$ cat src/rtl/calc_keys_pkg.sv
// Shared keypad definitions for the calculator input path.
//   - default code points for the blank, sign and decimal-point keys
//   - key class enum produced by key_classifier
//   - state enum of the digit entry buffer
package calc_keys_pkg;

  localparam int unsigned DEF_BLANK     = 15;
  localparam int unsigned DEF_SIGN_CODE = 14;
  localparam int unsigned DEF_DP_CODE   = 13;
  localparam int unsigned DIGIT_MAX     = 9;

  typedef enum logic [1:0] {
    KEY_DIGIT,
    KEY_SIGN,
    KEY_DP,
    KEY_INVALID
  } key_class_e;

  typedef enum logic [1:0] {
    EMPTY,
    ENTRY,
    FULL,
    LOADED
  } state_e;

endpackage

$ cat src/rtl/digit_entry_buffer_if.sv
// Request/status bundle between the keypad decoder and the digit entry buffer.
//   master : keypad side, drives key/backspace/clear/load requests
//   slave  : buffer side, drives display contents and status
interface digit_entry_buffer_if #(
  parameter int unsigned COUNT = 4,
  parameter int unsigned WIDTH = 4
);
  localparam int unsigned CW = $clog2(COUNT + 1);

  logic                     key_valid;
  logic [WIDTH-1:0]         key_code;
  logic                     backspace;
  logic                     clear;
  logic                     load;
  logic [COUNT*WIDTH-1:0]   load_data;
  logic [COUNT*WIDTH-1:0]   out;
  logic [CW-1:0]            digit_count;
  logic                     has_sign;
  logic                     has_dp;
  logic                     full;
  logic                     reject;

  modport master (
    output key_valid, key_code, backspace, clear, load, load_data,
    input  out, digit_count, has_sign, has_dp, full, reject
  );

  modport slave (
    input  key_valid, key_code, backspace, clear, load, load_data,
    output out, digit_count, has_sign, has_dp, full, reject
  );
endinterface

$ cat src/rtl/key_classifier.sv
// Combinational key classifier, shared with the keypad decoder.
//   key_code_i  : raw key code
//   key_class_o : digit 0-9, sign, decimal point or invalid
module key_classifier
  import calc_keys_pkg::*;
#(
  parameter int unsigned      WIDTH     = 4,
  parameter logic [WIDTH-1:0] SIGN_CODE = WIDTH'(DEF_SIGN_CODE),
  parameter logic [WIDTH-1:0] DP_CODE   = WIDTH'(DEF_DP_CODE)
) (
  input  logic [WIDTH-1:0] key_code_i,
  output key_class_e       key_class_o
);

  always_comb begin
    key_class_o = KEY_INVALID;
    if (key_code_i <= WIDTH'(DIGIT_MAX)) key_class_o = KEY_DIGIT;
    else if (key_code_i == SIGN_CODE)    key_class_o = KEY_SIGN;
    else if (key_code_i == DP_CODE)      key_class_o = KEY_DP;
  end

endmodule

$ cat src/rtl/digit_entry_buffer.sv
// Operand entry buffer: collects keypad codes into COUNT display slots,
// newest entry in slot 0. Supports backspace, clear and parallel load of a
// result for display.
//   clk, reset : clock and asynchronous active-low reset
//   bus        : requests in (key/backspace/clear/load), display + status out
//
// state  | meaning
// EMPTY  | no entries, display all blank
// ENTRY  | 1..COUNT-1 entries typed
// FULL   | COUNT entries typed, further pushes rejected
// LOADED | showing a loaded result; next key starts a fresh operand
module digit_entry_buffer
  import calc_keys_pkg::*;
#(
  parameter int unsigned      COUNT     = 4,
  parameter int unsigned      WIDTH     = 4,
  parameter logic [WIDTH-1:0] BLANK     = WIDTH'(DEF_BLANK),
  parameter logic [WIDTH-1:0] SIGN_CODE = WIDTH'(DEF_SIGN_CODE),
  parameter logic [WIDTH-1:0] DP_CODE   = WIDTH'(DEF_DP_CODE)
) (
  input logic                 clk,
  input logic                 reset,
  digit_entry_buffer_if.slave bus
);

  localparam int unsigned            CW        = $clog2(COUNT + 1);
  localparam logic [CW-1:0]          COUNT_C   = CW'(COUNT);
  localparam logic [COUNT*WIDTH-1:0] ALL_BLANK = {COUNT{BLANK}};

  logic [COUNT*WIDTH-1:0] out_q, out_d;
  logic [CW-1:0]          cnt_q, cnt_d;
  logic                   sign_q, sign_d;
  logic                   dp_q, dp_d;
  logic                   rej_q, rej_d;
  state_e                 state_q, state_d;

  key_class_e             kclass;
  logic [COUNT*WIDTH-1:0] base_out;
  logic [CW-1:0]          base_cnt;
  logic                   base_sign, base_dp;
  logic                   accept, replace;

  key_classifier #(
    .WIDTH     (WIDTH),
    .SIGN_CODE (SIGN_CODE),
    .DP_CODE   (DP_CODE)
  ) u_classifier (
    .key_code_i  (bus.key_code),
    .key_class_o (kclass)
  );

  always_ff @(posedge clk or negedge reset) begin
    if (!reset) begin
      out_q   <= ALL_BLANK;
      cnt_q   <= '0;
      sign_q  <= 1'b0;
      dp_q    <= 1'b0;
      rej_q   <= 1'b0;
      state_q <= EMPTY;
    end else begin
      out_q   <= out_d;
      cnt_q   <= cnt_d;
      sign_q  <= sign_d;
      dp_q    <= dp_d;
      rej_q   <= rej_d;
      state_q <= state_d;
    end
  end

  always_comb begin
    out_d   = out_q;
    cnt_d   = cnt_q;
    sign_d  = sign_q;
    dp_d    = dp_q;
    rej_d   = 1'b0;
    state_d = state_q;
    accept  = 1'b0;
    replace = 1'b0;

    // A loaded result is display-only: a key starts from an empty buffer.
    if (state_q == LOADED) begin
      base_out  = ALL_BLANK;
      base_cnt  = '0;
      base_sign = 1'b0;
      base_dp   = 1'b0;
    end else begin
      base_out  = out_q;
      base_cnt  = cnt_q;
      base_sign = sign_q;
      base_dp   = dp_q;
    end

    if (bus.clear) begin
      out_d   = ALL_BLANK;
      cnt_d   = '0;
      sign_d  = 1'b0;
      dp_d    = 1'b0;
      state_d = EMPTY;
    end else if (bus.load) begin
      out_d   = bus.load_data;
      cnt_d   = COUNT_C;
      sign_d  = 1'b0;
      dp_d    = 1'b0;
      state_d = LOADED;
    end else if (bus.backspace) begin
      if (state_q == LOADED) begin
        out_d   = ALL_BLANK;
        cnt_d   = '0;
        sign_d  = 1'b0;
        dp_d    = 1'b0;
        state_d = EMPTY;
      end else if (state_q == EMPTY || cnt_q == '0) begin
        rej_d = 1'b1;
      end else begin
        out_d = {BLANK, out_q[COUNT*WIDTH-1:WIDTH]};
        cnt_d = cnt_q - CW'(1);
        if (out_q[WIDTH-1:0] == SIGN_CODE) sign_d = 1'b0;
        if (out_q[WIDTH-1:0] == DP_CODE)   dp_d   = 1'b0;
        state_d = (cnt_q == CW'(1)) ? EMPTY : ENTRY;
      end
    end else if (bus.key_valid) begin
      unique case (kclass)
        KEY_DIGIT: begin
          // A lone leading zero is overwritten rather than shifted left.
          if (base_cnt == CW'(1) && base_out[WIDTH-1:0] == '0) replace = 1'b1;
          else if (base_cnt < COUNT_C)                         accept  = 1'b1;
        end
        KEY_SIGN: accept = (base_cnt == '0);
        KEY_DP:   accept = !base_dp && (base_cnt < COUNT_C);
        default:  accept = 1'b0;
      endcase

      if (replace) begin
        out_d   = {base_out[COUNT*WIDTH-1:WIDTH], bus.key_code};
        cnt_d   = base_cnt;
        sign_d  = base_sign;
        dp_d    = base_dp;
        state_d = ENTRY;
      end else if (accept) begin
        out_d   = {base_out[(COUNT-1)*WIDTH-1:0], bus.key_code};
        cnt_d   = base_cnt + CW'(1);
        sign_d  = base_sign | (kclass == KEY_SIGN);
        dp_d    = base_dp | (kclass == KEY_DP);
        state_d = (cnt_d == COUNT_C) ? FULL : ENTRY;
      end else begin
        rej_d = 1'b1;
      end
    end
  end

  assign bus.out         = out_q;
  assign bus.digit_count = cnt_q;
  assign bus.has_sign    = sign_q;
  assign bus.has_dp      = dp_q;
  assign bus.reject      = rej_q;
  assign bus.full        = (cnt_q == COUNT_C);

endmodule

$ cat src/flat_wrapper.sv
// flat-port wrapper written by rule: the top's interface ports become plain ports
module digit_entry_buffer_flat import calc_keys_pkg::*;
#(
  parameter int unsigned      COUNT     = 4,
  parameter int unsigned      WIDTH     = 4,
  parameter logic [WIDTH-1:0] BLANK     = WIDTH'(DEF_BLANK),
  parameter logic [WIDTH-1:0] SIGN_CODE = WIDTH'(DEF_SIGN_CODE),
  parameter logic [WIDTH-1:0] DP_CODE   = WIDTH'(DEF_DP_CODE)
)
  (clk, reset, bus_key_valid, bus_key_code, bus_backspace, bus_clear, bus_load, bus_load_data, bus_out, bus_digit_count, bus_has_sign, bus_has_dp, bus_full, bus_reject);
  digit_entry_buffer_if #(.COUNT(COUNT), .WIDTH(WIDTH)) bus_i ();
  input logic clk;
  input logic reset;
  input wire logic [$bits(bus_i.key_valid)-1:0] bus_key_valid;
  input wire logic [$bits(bus_i.key_code)-1:0] bus_key_code;
  input wire logic [$bits(bus_i.backspace)-1:0] bus_backspace;
  input wire logic [$bits(bus_i.clear)-1:0] bus_clear;
  input wire logic [$bits(bus_i.load)-1:0] bus_load;
  input wire logic [$bits(bus_i.load_data)-1:0] bus_load_data;
  output wire logic [$bits(bus_i.out)-1:0] bus_out;
  output wire logic [$bits(bus_i.digit_count)-1:0] bus_digit_count;
  output wire logic [$bits(bus_i.has_sign)-1:0] bus_has_sign;
  output wire logic [$bits(bus_i.has_dp)-1:0] bus_has_dp;
  output wire logic [$bits(bus_i.full)-1:0] bus_full;
  output wire logic [$bits(bus_i.reject)-1:0] bus_reject;
  assign bus_i.key_valid = bus_key_valid;
  assign bus_i.key_code = bus_key_code;
  assign bus_i.backspace = bus_backspace;
  assign bus_i.clear = bus_clear;
  assign bus_i.load = bus_load;
  assign bus_i.load_data = bus_load_data;
  assign bus_out = bus_i.out;
  assign bus_digit_count = bus_i.digit_count;
  assign bus_has_sign = bus_i.has_sign;
  assign bus_has_dp = bus_i.has_dp;
  assign bus_full = bus_i.full;
  assign bus_reject = bus_i.reject;
  digit_entry_buffer #(.COUNT(COUNT), .WIDTH(WIDTH), .BLANK(BLANK), .SIGN_CODE(SIGN_CODE), .DP_CODE(DP_CODE)) u_core (.clk(clk), .reset(reset), .bus(bus_i));
endmodule
$ cat config.mk
export PLATFORM = sky130hd
export DESIGN_NAME = digit_entry_buffer_flat
export DESIGN_NICKNAME = d
export VERILOG_FILES = /design/src/rtl/calc_keys_pkg.sv /design/src/rtl/digit_entry_buffer_if.sv /design/src/rtl/key_classifier.sv /design/src/rtl/digit_entry_buffer.sv /design/src/flat_wrapper.sv
export SDC_FILE = /design/constraint.sdc
export NUM_CORES = 1
export LEC_CHECK = 0
export BUFFER_PORTS_ARGS = -buffer_cell sky130_fd_sc_hd__buf_2
export CORE_ASPECT_RATIO = 0.8
export CORE_MARGIN = 5
export CORE_UTILIZATION = 40
export DETAILED_ROUTE_END_ITERATION = 7
export HOLD_SLACK_MARGIN = 0.08
export PLACE_DENSITY = 0.65
export SYNTH_ARGS = -nofsm -noshare
export SYNTH_HDL_FRONTEND = slang
export SYNTH_HIERARCHICAL = 1
export SYNTH_SLANG_ARGS = --single-unit
$ cat constraint.sdc
create_clock -name clk -period 4.9 [get_ports clk]
set_input_delay 0.735 -clock clk [delete_from_list [all_inputs] [get_ports clk]]
set_output_delay 0.735 -clock clk [all_outputs]
set_load 0.005 [all_outputs]
* After elaboration in Yosys (flattened, before gate mapping)
Cells that the tools add are included.
** Word-level totals
- Bits in latches :: 0
- Output and inout bits :: 23
- RAM bits :: 0
- Input bits :: 26
- Memories :: 0
- Word-level logic and storage cells :: 115
- Bits in registers :: 24
- Memory bits (read-only) :: 0
** Operators by class
- Magnitude comparators :: 2
- Add/subtract/negate cells :: 2
- Bitwise logic cells :: 2
- Shifts and indexed selects :: 0
- Reductions and logical operators :: 15
- Eq/ne operators :: 15
- Div/mod/pow operators :: 0
- $mul :: 0
- Mux-type cells :: 72
** Operators by type and width (count)
- $mux 16 :: 9
- $mux 1 :: 42
- $mux 3 :: 9
- $mux 2 :: 11
- $eq 4x4->1 const B :: 4
- $reduce_and 4->1 :: 3
- $ne 5x1->1 const B :: 2
- $ne 5x4->1 const B :: 2
- $eq 3x1->1 const B :: 2
- $eq 3x3->1 const B :: 2
- $logic_not 3->1 :: 2
- $reduce_bool 5->1 :: 1
- $eq 2x2->1 const B :: 2
- $le 4x4->1 const B :: 1
- $logic_not 2->1 :: 2
- $logic_not 4->1 :: 1
- $reduce_bool 4->1 :: 1
- $add 3x1->3 const B :: 1
- $lt 3x3->1 const B :: 1
- $pmux 1 s3 :: 1
- $reduce_and 3->1 :: 1
- $sub 3x1->3 const B :: 1
- $eq 2x1->1 const B :: 1
- $logic_and 1x1->1 :: 2
- other kinds (3) :: 4

* Depth between registers and ports, before layout
Gate-level depths: netlist of run 1.
- Word-level depth :: 16
- Depth in mapped cells :: 11
- Depth with buffers taken out :: 8

* By module
Netlist of run 1, hierarchy kept.
** By module, submodules not included
- digit_entry_buffer :: seq. area each 620.6 um^2, area an instance 1854.3 um^2, instances 1, cells each 218
- key_classifier :: seq. area each 0.0 um^2, area an instance 31.3 um^2, instances 1, cells each 4

* Least setup slack after synthesis of run 1
OpenSTA, ideal clock, no wires.
- Path kind :: input-to-reg
- Start point :: input port bus_key_code[2]
- End point :: register u_core.state_q[0]
- Stages :: 7
- Data required time :: 4.775 ns
- Arrival time :: 2.110 ns
- Setup time :: 0.125 ns
- Setup slack :: 2.665 ns
- Cells stage by stage :: nor2b_4 > a21oi_1 > a21o_1 > nand2_1 > a31oi_4 > nor2_2 > mux2_4
** Between the ends
- Elaborated cells on any way between the ends :: 26
- Classes of those cells :: order compare (1); eq/ne (4); mux (18); reduce/logical (3)
** RTL lines
- from (decl) :: line flat_wrapper.sv:15 : input wire logic [$bits(bus_i.key_code)-1:0] bus_key_code;
- parallel branches: the longest is 2 deep, another holds $le 4x4->1
- $mux 2 (*) :: line key_classifier.sv:17 : if (key_code_i <= WIDTH'(DIGIT_MAX)) key_class_o = KEY_DIGIT;
- via u_core.kclass[1] :: line digit_entry_buffer.sv:37 : key_class_e kclass;
- $logic_not 2->1 :: line digit_entry_buffer.sv:122 : unique case (kclass)
- $mux 1 :: line digit_entry_buffer.sv:122
- $mux 1 :: line digit_entry_buffer.sv:121 : end else if (bus.key_valid) begin
- $mux 1 :: line digit_entry_buffer.sv:105 : end else if (bus.backspace) begin
- $mux 1 :: line digit_entry_buffer.sv:99 : end else if (bus.load) begin
- $mux 1 :: line digit_entry_buffer.sv:93 : if (bus.clear) begin
- $mux 2 :: line digit_entry_buffer.sv:133 : if (replace) begin
- $mux 2 :: line digit_entry_buffer.sv:121
- $mux 2 :: line digit_entry_buffer.sv:105
- $mux 2 :: line digit_entry_buffer.sv:99
- $mux 2 :: line digit_entry_buffer.sv:93
- to (signal assigned) :: line digit_entry_buffer.sv:66 : state_q <= state_d;
- to (decl) :: line digit_entry_buffer.sv:35 : state_e state_q, state_d;
Mark *: on every way through the listed nets, which the timed path passes. The select of a mux whose other input is x is not followed.
A chain may end at the register's enable or synchronous reset.

* Worst setup path in the final report of run 1
- Start point :: register u_core.state_q[0]
- End point :: register u_core.out_q[4], in the netlist u_core/bus.out[4]
** Between the ends
- Word-level cells in the longest chain between the ends :: 15
- Elaborated cells on any way between the ends :: 36
- Classes of those cells :: order compare (1); eq/ne (3); mux (23); reduce/logical (9)
** Ends and longest elaborated chain
- parallel branches: the longest is 15 deep, another holds $lt 3x3->1
- to (signal assigned) :: line digit_entry_buffer.sv:61 : out_q <= out_d;
- to (decl) :: line digit_entry_buffer.sv:30 : logic [COUNT*WIDTH-1:0] out_q, out_d;
Several ways; the timed one is not identified. The select of a mux whose other input is x is not followed.

==> metrics.md, run 1 <==
| Metric | Value |
|---|---|
| Status | complete, no violations |
| Area growth syn-to-layout | 14.5% |
| #FFs+latches synth | 24 |
| Routed WL | 5760 µm |
| # setup viols final | 0 |
| Clk_skew | 2.48 ps |
| Power per Cell Area | 274 nW/µm² |
| FP Rows | 22 |
| Vias in the first global route | 1833 |
| GRT met2 Usage | 28.7% |
| Relative slew slack | 62.1% |
| Avg Vias per Cell | 6.09 |
| Post-synthesis cell count | 222 |
| Worst-margin pin slew | 568 ps |
| VDD IR-drop max | 0.000157 V |
| Met1 usage | 26.2% |
| Syn_area_per_cell | 8.49 µm² |
| DRT antenna net count | 0 |
| Fillers | 464 |
| Num CTS Buffers | 3 |
| Min Clock Period, post-route | 2470 ps |
| Largest net degree at the start of global routing | 25 |
| Setup TNS Final | 0 ps |
| IO buf count | 48 |
| Minimum hold slack | 444 ps |
| H-tree depth | 1 |
| Initial antenna violation count | 0 |
| Area of the multi-input gates | 1130 µm² |
| Nets@finish | 292 |
| Fmax | 404 MHz |
| Worst Hold Class | in2async |
| Final Slew Violations | 0 |
| Number of max-cap violations | 0 |
| Post-Syn Area | 1890 µm² |
| Clock Latency Late Sink | 270 ps |
| Most common cell after layout, fill and taps aside | buf_2 |
| Gpl congestion | 0.863 |
| GRT overflow | 0 |
| I/O pin cnt | 49 |
| Die Y | 71.4 µm |
| DR WL/cell | 18.0 µm |
| Final Hold Fails | 0 |
| Worst Path Max Fanout | 17 |
| Total core area | 4570 µm² |
| Hold_buf cts | 0 |
| Initial Util | 41.3% |
| Synth warn | 6 |
| Syn Nets | 253 |
| Final worst slack | 2430 ps |
| Main synth FF type | dfstp_2 |
| Die width | 86.8 µm |
| Place WS | 2180 ps |
| Clk pin slew, worst setup/hold paths | 90 ps |
| CTS tree | built |
| First-pass detailed-route iteration total | 4 |
| Most frequent cells in the layout | buf_2 (48), nor2_1 (26), o21ai_0 (22) |
| Clock Sink Count | 24 |
| Total number of vias | 1949 |
| EDFF count, synth | 0 |
| Seq/Total Area, Yosys | 32.9% |
| Initial DRC count | 224 |
| Crit. End Element | flop |
| Arrival @ worst endpoint | 2670 ps |
| Startpoint Class | flop |
| Part of the cycle the worst path needs | 50.5% |
| Setup bufs post-CTS | 0 |
| Resized cells post-CTS | 0 |
| Synth async-reset ratio | 100% |
| Met3 usage in global routing | 3.79% |
| Number of remaining DRC errors | 0 |
| Clock buffer depth | 2 |
| Cell variety after synth | 56 |
| Dpl hpwl | 4140 µm |
| Die area | 6200 µm² |
| Static leakage | 0.000887 µW |
| Global-route wire length before repair | 9240 µm |
| Total Routing Usage GR | 18.4% |
| Worst setup path category | reg2reg |
| Busiest layer in global routing | met2 |
| Clock root cell | clkbuf_8 |
| Antenna Cells | 0 |
| RSZ-0062 raised after global routing | false |
| Layout cells sized above 1 | 32.3% |
| Critical Path RT | 5100 ps |
| Storage element area | 621 µm² |
==> final cells by class <==
cell class              count  area share, %
clock buffers               4           2.55
inverters                   8           1.51
multi-input cells         176           52.6
flip-flops and latches     24           28.8
well taps                  60           3.48
repair buffers             48           11.1
==> metrics by stage <==
step	cells	instance area (µm²)	power [µW]	utilization (%)
finish	320	2160	592	47.2
global route	320	2160	628	47.2
CTS	320	2160	598	47.2
detailed placement	316	2100	454	46.0
global placement	316	2100	454	46.0
floorplan	222	1890	385	-
==> sequential cells by signal, indices dropped and copies added, names as in the netlist <==
name                    count
u_core/bus.out             16
u_core/bus.digit_count      3
u_core/state_q              2
u_core/bus.has_dp           1
u_core/bus.has_sign         1
u_core/bus.reject           1
==> power by group <==
part | internal [µW] | switching [µW]
clock | 72.0 | 67.9
sequential | 236 | 36.0
combinational | 76.7 | 103
total | 384 | 207
==> synth_stat cells, types with 4 or more instances <==
cell type	n	share of area (%)
o221ai_1	4	1.9
a211oi_1	8	3.2
dfrtp_1	8	11
a31oi_1	9	3.0
a21oi_1	19	5.0
nand2_1	11	2.2
inv_1	7	1.4
buf_6	5	3.0
ha_1	5	3.3
nor2_1	26	5.2
clkbuf_1	5	1.0
dfstp_2	16	22
nor3_1	8	2.1
a22o_1	5	2.3
nand3_1	4	1.1
o21ai_0	22	5.8
==> cells by family (layout without fill, tap and decap cells) <==
kind of cell | Yosys count | count (layout) | share of synthesized area (%)
simple gates | 75 | 75 | 21.5
flops | 24 | 24 | 32.9
xor+xnor | 2 | 2 | 0.929
fa+ha+maj | 5 | 5 | 3.32
compound gates | 92 | 92 | 33.1
mux | 2 | 2 | 1.33
buf+inv | 22 | 60 | 6.90
==> final timing paths <==
kind,slack [ps],endpoint,from,cells after the start
min,440,u_core/bus.has_sign,reset,1
min reg2reg,530,u_core/bus.has_sign,u_core/bus.has_sign,2
max in group asynchronous,4080,u_core/bus.out[4],reset,1
max,2430,u_core/bus.out[4],u_core/state_q[0],8
max reg2reg,2430,u_core/bus.out[4],u_core/state_q[0],8
min in group clk,530,u_core/bus.has_sign,u_core/bus.has_sign,2
==> critical path, stage by stage, from the launching register on <==
cell and delay [ps]:
dfrtp_1 440, and2_1 520, nor2_1 140, ha_1 260, nor4b_2 180, nand2_2 320, nand3b_1 120, a221oi_1 300
o21ai_0 120
==> metal layers <==
| layer | vias to the layer above | routed length (µm) |
|---|---|---|
| li1 | 911 | - |
| met1 | 936 | 2700 |
| met2 | 94 | 2590 |
| met3 | 8 | 417 |
| met4 | 0 | 54 |
| met5 | - | 0 |
No activity file was read; power rests on OpenSTA's default activity.
==> inputs of run 2 (changes only) <==
PLACE_DENSITY = 0.68   (was 0.65)
clock period = 2.13 ns   (was 4.9 ns; I/O delays follow)
==> run 2 against run 1 <==
  * Hold slack worse by 120 ps
  * Power increased by 140%
  * Count of clock-buffer cells in the layout is the same
  * Sequential share of layout area fell by 1.7 points
  * Global-route usage is 1.3 points higher
  * Sequential power up 130%
  * Critical path type unchanged
==> metrics.md, run 2 (synthesized netlist as in run 1, its figures left out) <==
| Metric | Value |
|---|---|
| DRT antenna net count | 0 |
| Antenna Cells | 0 |
| Avg Vias per Cell | 6.09 |
| Final Core Density | 50.2% |
| Most frequent cells in the layout | buf_2 (48), nor2_1 (26), o21ai_0 (22) |
| Number of max-cap violations | 0 |
| Initial DRC count | 190 |
| Total number of vias | 2047 |
| Routed WL | 5950 µm |
| Die width | 86.8 µm |
| Fillers | 463 |
| Worst Hold Class | in2reg |
| Arrival @ worst endpoint | 2120 ps |
| Switching share of total power | 34.5% |
| Final Hold Fails | 0 |
| H-tree depth | 1 |
| Part of the cycle the worst path needs | 89.8% |
| Critical Path RT | 2340 ps |
| Static leakage | 0.000985 µW |
| Clock Latency Late Sink | 270 ps |
| Fmax | 523 MHz |
| Num CTS Buffers | 3 |
| I/O pin cnt | 49 |
| Max reg flops | 16 |
| Min Clock Period, post-route | 1910 ps |
| Clock root cell | clkbuf_8 |
| Setup bufs post-CTS | 0 |
| Combinational group share of total power | 33.3% |
| DR WL/cell | 17.7 µm |
| Setup TNS Final | 0 ps |
| Clk pin slew, worst setup/hold paths | 90 ps |
| Final Slew Violations | 0 |
| Nets@finish | 308 |
| Die area | 6200 µm² |
| Relative slew slack | 62.4% |
| Dpl hpwl | 4400 µm |
| Gpl congestion | 0.905 |
| Clock buffer depth | 2 |
| Startpoint Class | flop |
| IO buf count | 48 |
| Layout cells sized above 1 | 36.2% |
| Number of remaining DRC errors | 0 |
| Initial Util | 41.3% |
| Crit. End Element | flop |
| Global-route wire length before repair | 9670 µm |
| Storage element area | 621 µm² |
| Cell Int Power | 915 µW |
| Most common cell after layout, fill and taps aside | buf_2 |
| Status | complete, no violations |
| Die Y | 71.4 µm |
| Worst-margin pin slew | 564 ps |
| FP Rows | 22 |
| Area growth syn-to-layout | 21.8% |
| Clock Sink Count | 24 |
| RSZ-0062 raised after global routing | false |
| Total core area | 4570 µm² |
| # setup viols final | 0 |
| Clk_skew | 5.71 ps |
| Power share of the sequential group | 44.3% |
| First-pass detailed-route iteration total | 7 |
| Clock power frac | 22.4% |
| Vias in the first global route | 1957 |
| GRT overflow | 0 |
| Total Routing Usage GR | 19.7% |
| Area of the multi-input gates | 1150 µm² |
| Power per Cell Area | 608 nW/µm² |
| Sw Pwr | 482 µW |
| Worst Path Max Fanout | 17 |
| VDD IR-drop max | 0.000271 V |
| Largest net degree at the start of global routing | 25 |
| CTS tree | built |
| Worst setup path category | reg2reg |
| Initial antenna violation count | 0 |
-- run 2: changes by cell type in the layout (fill, tap and decap cells not counted), sizes merged --
cell / delta
buf: +15
dlygate4sd3: +1
-- run 2: final timing paths --
| check | slack (ps) | start | to | cells after the start |
|---|---|---|---|---|
| worst min register to register | 530 | u_core/bus.has_sign | u_core/bus.has_sign | 2 |
| worst max register to register | 220 | u_core/state_q[0] | u_core/bus.out[15] | 7 |
| min in group asynchronous | 570 | reset | u_core/bus.has_sign | 2 |
| worst min-delay path | 330 | bus_load_data[2] | u_core/bus.out[2] | 3 |
| worst max-delay path | 220 | u_core/state_q[0] | u_core/bus.out[15] | 7 |
| max in group asynchronous | 1180 | reset | u_core/bus.out[12] | 2 |
-- run 2: power groups by stage --
stage | combinational [µW] | sequential [µW] | clock (µW)
4_1_cts | 461 | 617 | 328
6_report | 465 | 618 | 313
5_1_grt | 512 | 629 | 348
3_5_place_dp | 456 | 625 | 0
2_1_floorplan | 278 | 608 | 0
3_3_place_gp | 452 | 625 | 0
-- run 2: layer usage --
layer	vias to the layer above	global-route usage [%]	part of all wire, %
li1	944	-	-
met1	990	29.2	45
met2	109	29.7	45
met3	4	3.22	9.6
met4	0	4.50	0.57
met5	-	0	0
-- run 2: through the flow --
step,hold WS [ps],instance area [µm²],std cells,setup slack [ps],power [µW]
after floorplan,23.9,1890,222,49.5,886
after global placement,338,2220,331,126,1080
after detailed placement,346,2220,331,72.0,1080
after CTS,324,2280,336,92.7,1410
after global routing,332,2300,336,78.1,1490
final,328,2300,336,217,1400
-- run 2: area by class of cell --
class                   instances  area share, %
clock buffers                   4           2.40
well taps                      60           3.27
repair buffers                 64           15.8
multi-input cells             176           50.1
flip-flops and latches         24           27.0
inverters                       8           1.42
-- run 2: worst max-delay path, stage by stage (launching register included) --
cell and delay (ps):
dfrtp_1 380, and2_1 170, nor2_1 140, ha_1 200, nor4b_4 270, nand2_4 200
o211ai_2 310, a22o_1 190
-- run 2: timing repair --
action                                  4_1_cts  5_1_grt
endpoints found under the setup margin        0       15
gates resized for setup                       0        4
hold buffers                                  1        0
hold endpoints to repair                      8        0
